**config.mk**
```make
export PLATFORM = sky130hd
export DESIGN_NAME = bus_arbiter
export DESIGN_NICKNAME = d
export VERILOG_FILES = /design/src/rtl/bus_arbiter_pkg.sv /design/src/rtl/rr_picker.sv /design/src/rtl/bus_arbiter.sv
export SDC_FILE = /design/constraint.sdc
export NUM_CORES = 1
export LEC_CHECK = 0
export ABC_AREA = 1
export BUFFER_PORTS_ARGS = -buffer_cell sky130_fd_sc_hd__buf_2
export CORE_UTILIZATION = 41
export CTS_CLUSTER_DIAMETER = 30
export DETAILED_ROUTE_END_ITERATION = 10
export SLEW_MARGIN = 20
export SYNTH_ARGS = -nofsm -noshare
export SYNTH_HDL_FRONTEND = slang
export SYNTH_SLANG_ARGS = --single-unit
```
**constraint.sdc**
```tcl
create_clock -name clock -period 4.75 [get_ports clock]
set_clock_uncertainty 0.1 [all_clocks]
set_input_delay 0.7125 -clock clock [delete_from_list [all_inputs] [get_ports clock]]
set_output_delay 0.7125 -clock clock [all_outputs]
set_load 0.01 [all_outputs]
```
**src/rtl/bus_arbiter_pkg.sv**
```systemverilog
// bus_arbiter_pkg
// Shared definitions for the system bus arbiter: FSM state encoding,
// default timeout values and the width of the transaction counters.
package bus_arbiter_pkg;

  localparam int CNT_W              = 16;
  localparam int DEF_NUM_MASTERS    = 4;
  localparam int DEF_BEGIN_TIMEOUT  = 16;
  localparam int DEF_ACTIVE_TIMEOUT = 1024;

  typedef enum logic [2:0] {
    ST_IDLE,
    ST_GRANT,
    ST_WAIT_BEGIN,
    ST_ACTIVE,
    ST_RELEASE
  } arb_state_e;

endpackage

```
**src/rtl/rr_picker.sv**
```systemverilog
// rr_picker
// Combinational round-robin winner selection. Searches request upward from
// prio_ptr, wrapping at NUM_MASTERS, and returns the first set bit.
// Ports:
//   request  - per-master request vector
//   prio_ptr - index with highest priority this round
//   winner   - selected master index (only meaningful when any_req is set)
//   any_req  - at least one request bit is set
module rr_picker #(
  parameter int NUM_MASTERS = 4,
  localparam int IDX_W = $clog2(NUM_MASTERS)
) (
  input  logic [NUM_MASTERS-1:0] request,
  input  logic [IDX_W-1:0]       prio_ptr,
  output logic [IDX_W-1:0]       winner,
  output logic                   any_req
);

  localparam logic [IDX_W:0] NUM_M = (IDX_W+1)'(NUM_MASTERS);

  logic [2*NUM_MASTERS-1:0] req_dbl;
  logic [NUM_MASTERS-1:0]   req_rot;
  logic [IDX_W-1:0]         offset;
  logic [IDX_W:0]           sum;

  always_comb begin
    any_req = |request;
    // Rotating a doubled copy puts prio_ptr at bit 0, so the lowest set bit
    // of req_rot is the distance from prio_ptr to the winner.
    req_dbl = {request, request};
    req_rot = NUM_MASTERS'(req_dbl >> prio_ptr);
    offset  = '0;
    for (int k = NUM_MASTERS - 1; k >= 0; k--) begin
      if (req_rot[k]) offset = IDX_W'(k);
    end
    sum    = {1'b0, prio_ptr} + {1'b0, offset};
    winner = (sum >= NUM_M) ? IDX_W'(sum - NUM_M) : IDX_W'(sum);
  end

endmodule

```
**src/rtl/bus_arbiter.sv**
```systemverilog
// bus_arbiter
// Round-robin arbiter for the shared system bus with begin/active watchdogs.
// Ports:
//   clock, reset          - system clock, synchronous active-high reset
//   request               - per-master level requests
//   granted               - one-hot, one-cycle grant pulse
//   begin_transaction_in  - owner starts its transaction
//   end_transaction_in    - transaction end from slave or owner
//   error_in              - bus error from slave
//   end_transaction_out   - arbiter-forced end pulse (watchdog)
//   error_out             - arbiter-forced error pulse, same cycle as end
//   bus_owner             - index of the most recently granted master
//   bus_active            - high from GRANT until RELEASE completes
module bus_arbiter
  import bus_arbiter_pkg::*;
#(
  parameter int NUM_MASTERS    = DEF_NUM_MASTERS,
  parameter int BEGIN_TIMEOUT  = DEF_BEGIN_TIMEOUT,
  parameter int ACTIVE_TIMEOUT = DEF_ACTIVE_TIMEOUT,
  localparam int IDX_W = $clog2(NUM_MASTERS)
) (
  input  logic                   clock,
  input  logic                   reset,
  input  logic [NUM_MASTERS-1:0] request,
  output logic [NUM_MASTERS-1:0] granted,
  input  logic                   begin_transaction_in,
  input  logic                   end_transaction_in,
  input  logic                   error_in,
  output logic                   end_transaction_out,
  output logic                   error_out,
  output logic [IDX_W-1:0]       bus_owner,
  output logic                   bus_active
);

  // WAIT_BEGIN lasts exactly BEGIN_TIMEOUT cycles (counter 0..BEGIN_TIMEOUT-1).
  localparam logic [CNT_W-1:0] WAIT_LAST = CNT_W'(BEGIN_TIMEOUT - 1);
  // The begin cycle itself and the forced-pulse output register each take
  // one cycle, so the watchdog decides two counts early to land the pulse
  // exactly ACTIVE_TIMEOUT cycles after the begin cycle.
  localparam logic [CNT_W-1:0] WD_LAST   = CNT_W'(ACTIVE_TIMEOUT - 2);

  arb_state_e             state, state_next;
  logic [IDX_W-1:0]       prio_ptr;
  logic [IDX_W-1:0]       winner;
  logic [IDX_W-1:0]       grant_idx;
  logic                   any_req;
  logic [CNT_W-1:0]       wait_cnt;
  logic [CNT_W-1:0]       wd_cnt;
  logic                   wait_expire;
  logic                   wd_expire;
  logic                   ext_term;
  logic                   force_next;
  logic [NUM_MASTERS-1:0] grant_next;

  function automatic logic [IDX_W-1:0] next_ptr(input logic [IDX_W-1:0] w);
    return (w == IDX_W'(NUM_MASTERS - 1)) ? '0 : w + 1'b1;
  endfunction

  rr_picker #(
    .NUM_MASTERS (NUM_MASTERS)
  ) u_picker (
    .request  (request),
    .prio_ptr (prio_ptr),
    .winner   (winner),
    .any_req  (any_req)
  );

  assign wait_expire = (wait_cnt == WAIT_LAST);
  assign wd_expire   = (wd_cnt == WD_LAST);
  // End and error together are one termination.
  assign ext_term    = end_transaction_in | error_in;

  always_comb begin
    state_next = state;
    force_next = 1'b0;
    grant_next = '0;
    case (state)
      ST_IDLE: begin
        if (any_req) state_next = ST_GRANT;
      end
      ST_GRANT: begin
        grant_next[grant_idx] = 1'b1;
        state_next            = ST_WAIT_BEGIN;
      end
      ST_WAIT_BEGIN: begin
        // A begin in the final waiting cycle still wins over the timeout.
        if (begin_transaction_in) state_next = ST_ACTIVE;
        else if (wait_expire)     state_next = ST_RELEASE;
      end
      ST_ACTIVE: begin
        if (ext_term) begin
          state_next = ST_RELEASE;
        end else if (wd_expire) begin
          state_next = ST_RELEASE;
          force_next = 1'b1;
        end
      end
      ST_RELEASE: begin
        state_next = ST_IDLE;
      end
      default: begin
        state_next = ST_IDLE;
      end
    endcase
  end

  always_ff @(posedge clock) begin
    if (reset) begin
      state               <= ST_IDLE;
      prio_ptr            <= '0;
      granted             <= '0;
      end_transaction_out <= 1'b0;
      error_out           <= 1'b0;
      bus_owner           <= '0;
      bus_active          <= 1'b0;
      wait_cnt            <= '0;
      wd_cnt              <= '0;
    end else begin
      state               <= state_next;
      granted             <= grant_next;
      end_transaction_out <= force_next;
      error_out           <= force_next;
      bus_active          <= (state_next != ST_IDLE);
      if (state == ST_IDLE && any_req) prio_ptr <= next_ptr(winner);
      if (state == ST_GRANT) bus_owner <= grant_idx;
      // Counters sit at zero outside their state, so entry always starts at 0.
      wait_cnt <= (state == ST_WAIT_BEGIN) ? wait_cnt + 1'b1 : '0;
      wd_cnt   <= (state == ST_ACTIVE)     ? wd_cnt + 1'b1   : '0;
    end
  end

  // Winner is frozen at the IDLE decision; later request changes are ignored.
  always_ff @(posedge clock) begin
    if (state == ST_IDLE) grant_idx <= winner;
  end

endmodule

```
==> reports/metrics.yaml <==
drt_iter0_drc: 135
finalSetupViolCount: 0
dp_slack_ns: 2.48
netlist_area_um2: 2310
dp_hpwl_mm: 3.20
htree_levels: 2
drtPass1Iterations: 4
postCtsHoldBufs: 0
start_util: 0.438
grt_pass1_wl_mm: 7.29
nFillCells: 558
via_per_inst: 4.85
gp_congestion: 0.878
root_buffer: "clkbuf_8"
p_per_area_nw_per_um2: 360
insertion_delay_ns: 0.30
hold-worst-slack_ns: 0.352
finalCriticalPeriod_ns: 2.03
critPathCaptureType: "register"
antennaDiodeCount: 0
core_area_um2: 5270
fmax_mhz: 492
die_h_um: 77.0
finalCritPeriodShare: 0.428
rows: 26
tightest_slew_ns: 0.616
cts_tree: "built"
wl_per_cell_um: 10.4
timing.rr.start: "prio_ptr[0]"
drt_wl_total_mm: 4.21
grt_overflow: 0
io_buffer_count: 17
detail-route-antenna-nets: 0
numCtsBuffers: 5
syn_area_per_cell_um2: 7.35
drv_slew: 0
min-delay-start: "wd_cnt[0]"
clk_pin_slew_worst_paths_ns: 0.09
cap_violations: 0
cts_sinks: 47
tns_ns: 0
synthToLayoutAreaGrowth_pct: 10.2
hold_viol_final: 0
synth_seq_area_share: 0.416
drive_gt1_frac: 0.158
ys_ff_latch: 47
post_cts_resized: 0
synth_cell_types: 32
p_leak_nw: 0.974
reg2reg_to: "prio_ptr[1]"
postCtsSetupRepairBufs: 0
antenna_found_initial: 0
grt_max_degree: 14
worstHoldPathType: "reg -> reg"
r2r_cells: 13
ios: 18
design.die.area_um2: 5930
syn_nets: 327
fin_nets: 348
cp_max_fo: 6
path_class: "reg -> reg"
grtUsageTotal: 0.153
postSynthCellCount: 314
r2r_slack_ns: 2.72
clock_path_buffers: 2
hold_path_end: "wd_cnt[0]"
rsz0062_at_grt: "no"
setup_slack_ns: 2.72
first_global_vias: 1746
status: "complete, no violations"
crit_required_ns: 4.84
die_w_um: 77.0
min_path_cells: 1
start_kind: "register"
relSlewSlack: 0.586
peakVddDrop_uv: 172
ys_warn_count: 0
fin_util: 0.483
vias: 1970
worst_ep_arrival_time_ns: 2.13
drc: 0
-- cell usage in the layout, fill, tap and decap left out, drive strengths merged --
cell type  count
nand2         71
clkinv         1
edfxtp         2
nor3          18
o21a           2
nand3         24
or2            1
xnor2          1
a211oi         3
a21oi         22
inv           45
clkbuf         7
xor2           3
nor4b          1
nor2          43
o21ai         12
nor3b          2
a21boi         1
ha             4
nor4           4
buf           17
and3           1
dfxtp         45
nand4          6
-- power breakdown --
group	internal (mW)	switching, mW
clock network	0.103	0.127
registers	0.437	0.0260
logic	0.0789	0.145
total	0.619	0.297
-- Yosys cell counts --
master	count	area share
dfxtp_1	45	0.39
xnor2_1	1	0.0038
edfxtp_1	2	0.026
nand2_2	7	0.019
nor3b_1	2	0.0065
nor3_2	3	0.013
o21ai_1	2	0.0043
a211oi_1	3	0.0098
buf_4	1	0.0033
a21oi_1	22	0.048
nand3_1	22	0.048
nand3_2	1	0.0043
a21boi_0	1	0.0033
and3_1	1	0.0027
o21ai_0	10	0.022
ha_1	4	0.022
nor2_4	7	0.034
nand4_1	6	0.016
nor2_1	33	0.054
nor3_1	15	0.033
xor2_1	3	0.011
nor4_2	1	0.0054
inv_1	40	0.065
inv_2	5	0.0081
or2_2	1	0.0027
nor2_2	3	0.0081
o21a_1	2	0.0065
nand2_1	64	0.10
buf_2	2	0.0043
nor4_1	3	0.0081
nand3_4	1	0.0076
nor4b_2	1	0.0065
-- registers in the layout, indices dropped and copies added, names as in the netlist --
name        count
bus_active      1
grant_idx       2
error_out       1
bus_owner       2
wd_cnt         16
granted         4
wait_cnt       16
state           3
prio_ptr        2
-- worst max-delay path, cell delays in order, from the launching register on --
cell	delay (ns)
dfxtp_1	0.45
inv_1	0.15
nand2_1	0.10
nand3_1	0.07
nand2_1	0.09
nand3_1	0.06
a21boi_0	0.16
ha_1	0.18
xnor2_1	0.14
nand3_1	0.14
nand3_1	0.11
nand2_1	0.05
nor2_1	0.08
nor2_1	0.05
-- worst max-delay path by stage --
stage,from,depth (start not counted),endpoint
floorplan,request[1],12,prio_ptr[1]
CTS,prio_ptr[0],13,prio_ptr[1]
finish,prio_ptr[0],13,prio_ptr[1]
detailed placement,request[1],13,prio_ptr[1]
global route,prio_ptr[0],13,prio_ptr[1]
global placement,request[1],13,prio_ptr[1]
-- metrics by stage --
step	area [µm²]	cells	total power, mW
final	2540	406	0.916
after global routing	2540	406	0.985
after CTS	2540	406	0.926
after detailed placement	2460	398	0.693
after global placement	2460	398	0.696
after floorplan	2310	314	0.642
-- cell families (layout without fill, tap and decap cells) --
| kind of cell | Yosys count | in the layout | share of synthesized area |
|---|---|---|---|
| adder cells (fa/ha/maj) | 4 | 4 | 0.0217 |
| flip-flops | 47 | 47 | 0.416 |
| AND/OR/NAND/NOR | 171 | 171 | 0.373 |
| AO/OA/AOI/OAI | 40 | 40 | 0.0933 |
| buffers and inverters | 48 | 70 | 0.0808 |
| XOR/XNOR | 4 | 4 | 0.0152 |
-- area by class of cell --
class	instances	area, µm²	share of cell area
clock inverters	1	5.00	0.00197
multi-input cells	219	1160	0.456
clock buffers	7	76.3	0.0300
repair buffers	17	85.1	0.0334
flip-flops and latches	47	961	0.378
well taps	70	87.6	0.0344
inverters	45	169	0.0664
-- routing by layer --
metal,wire [µm],global-route usage,vias to the layer above
li1,-,-,1071
met1,2230,0.201,868
met2,1820,0.238,27
met3,105,0.0393,4
met4,44,0.0604,0
met5,0,0,-
Note: power is estimated with default switching activity, not from simulation.
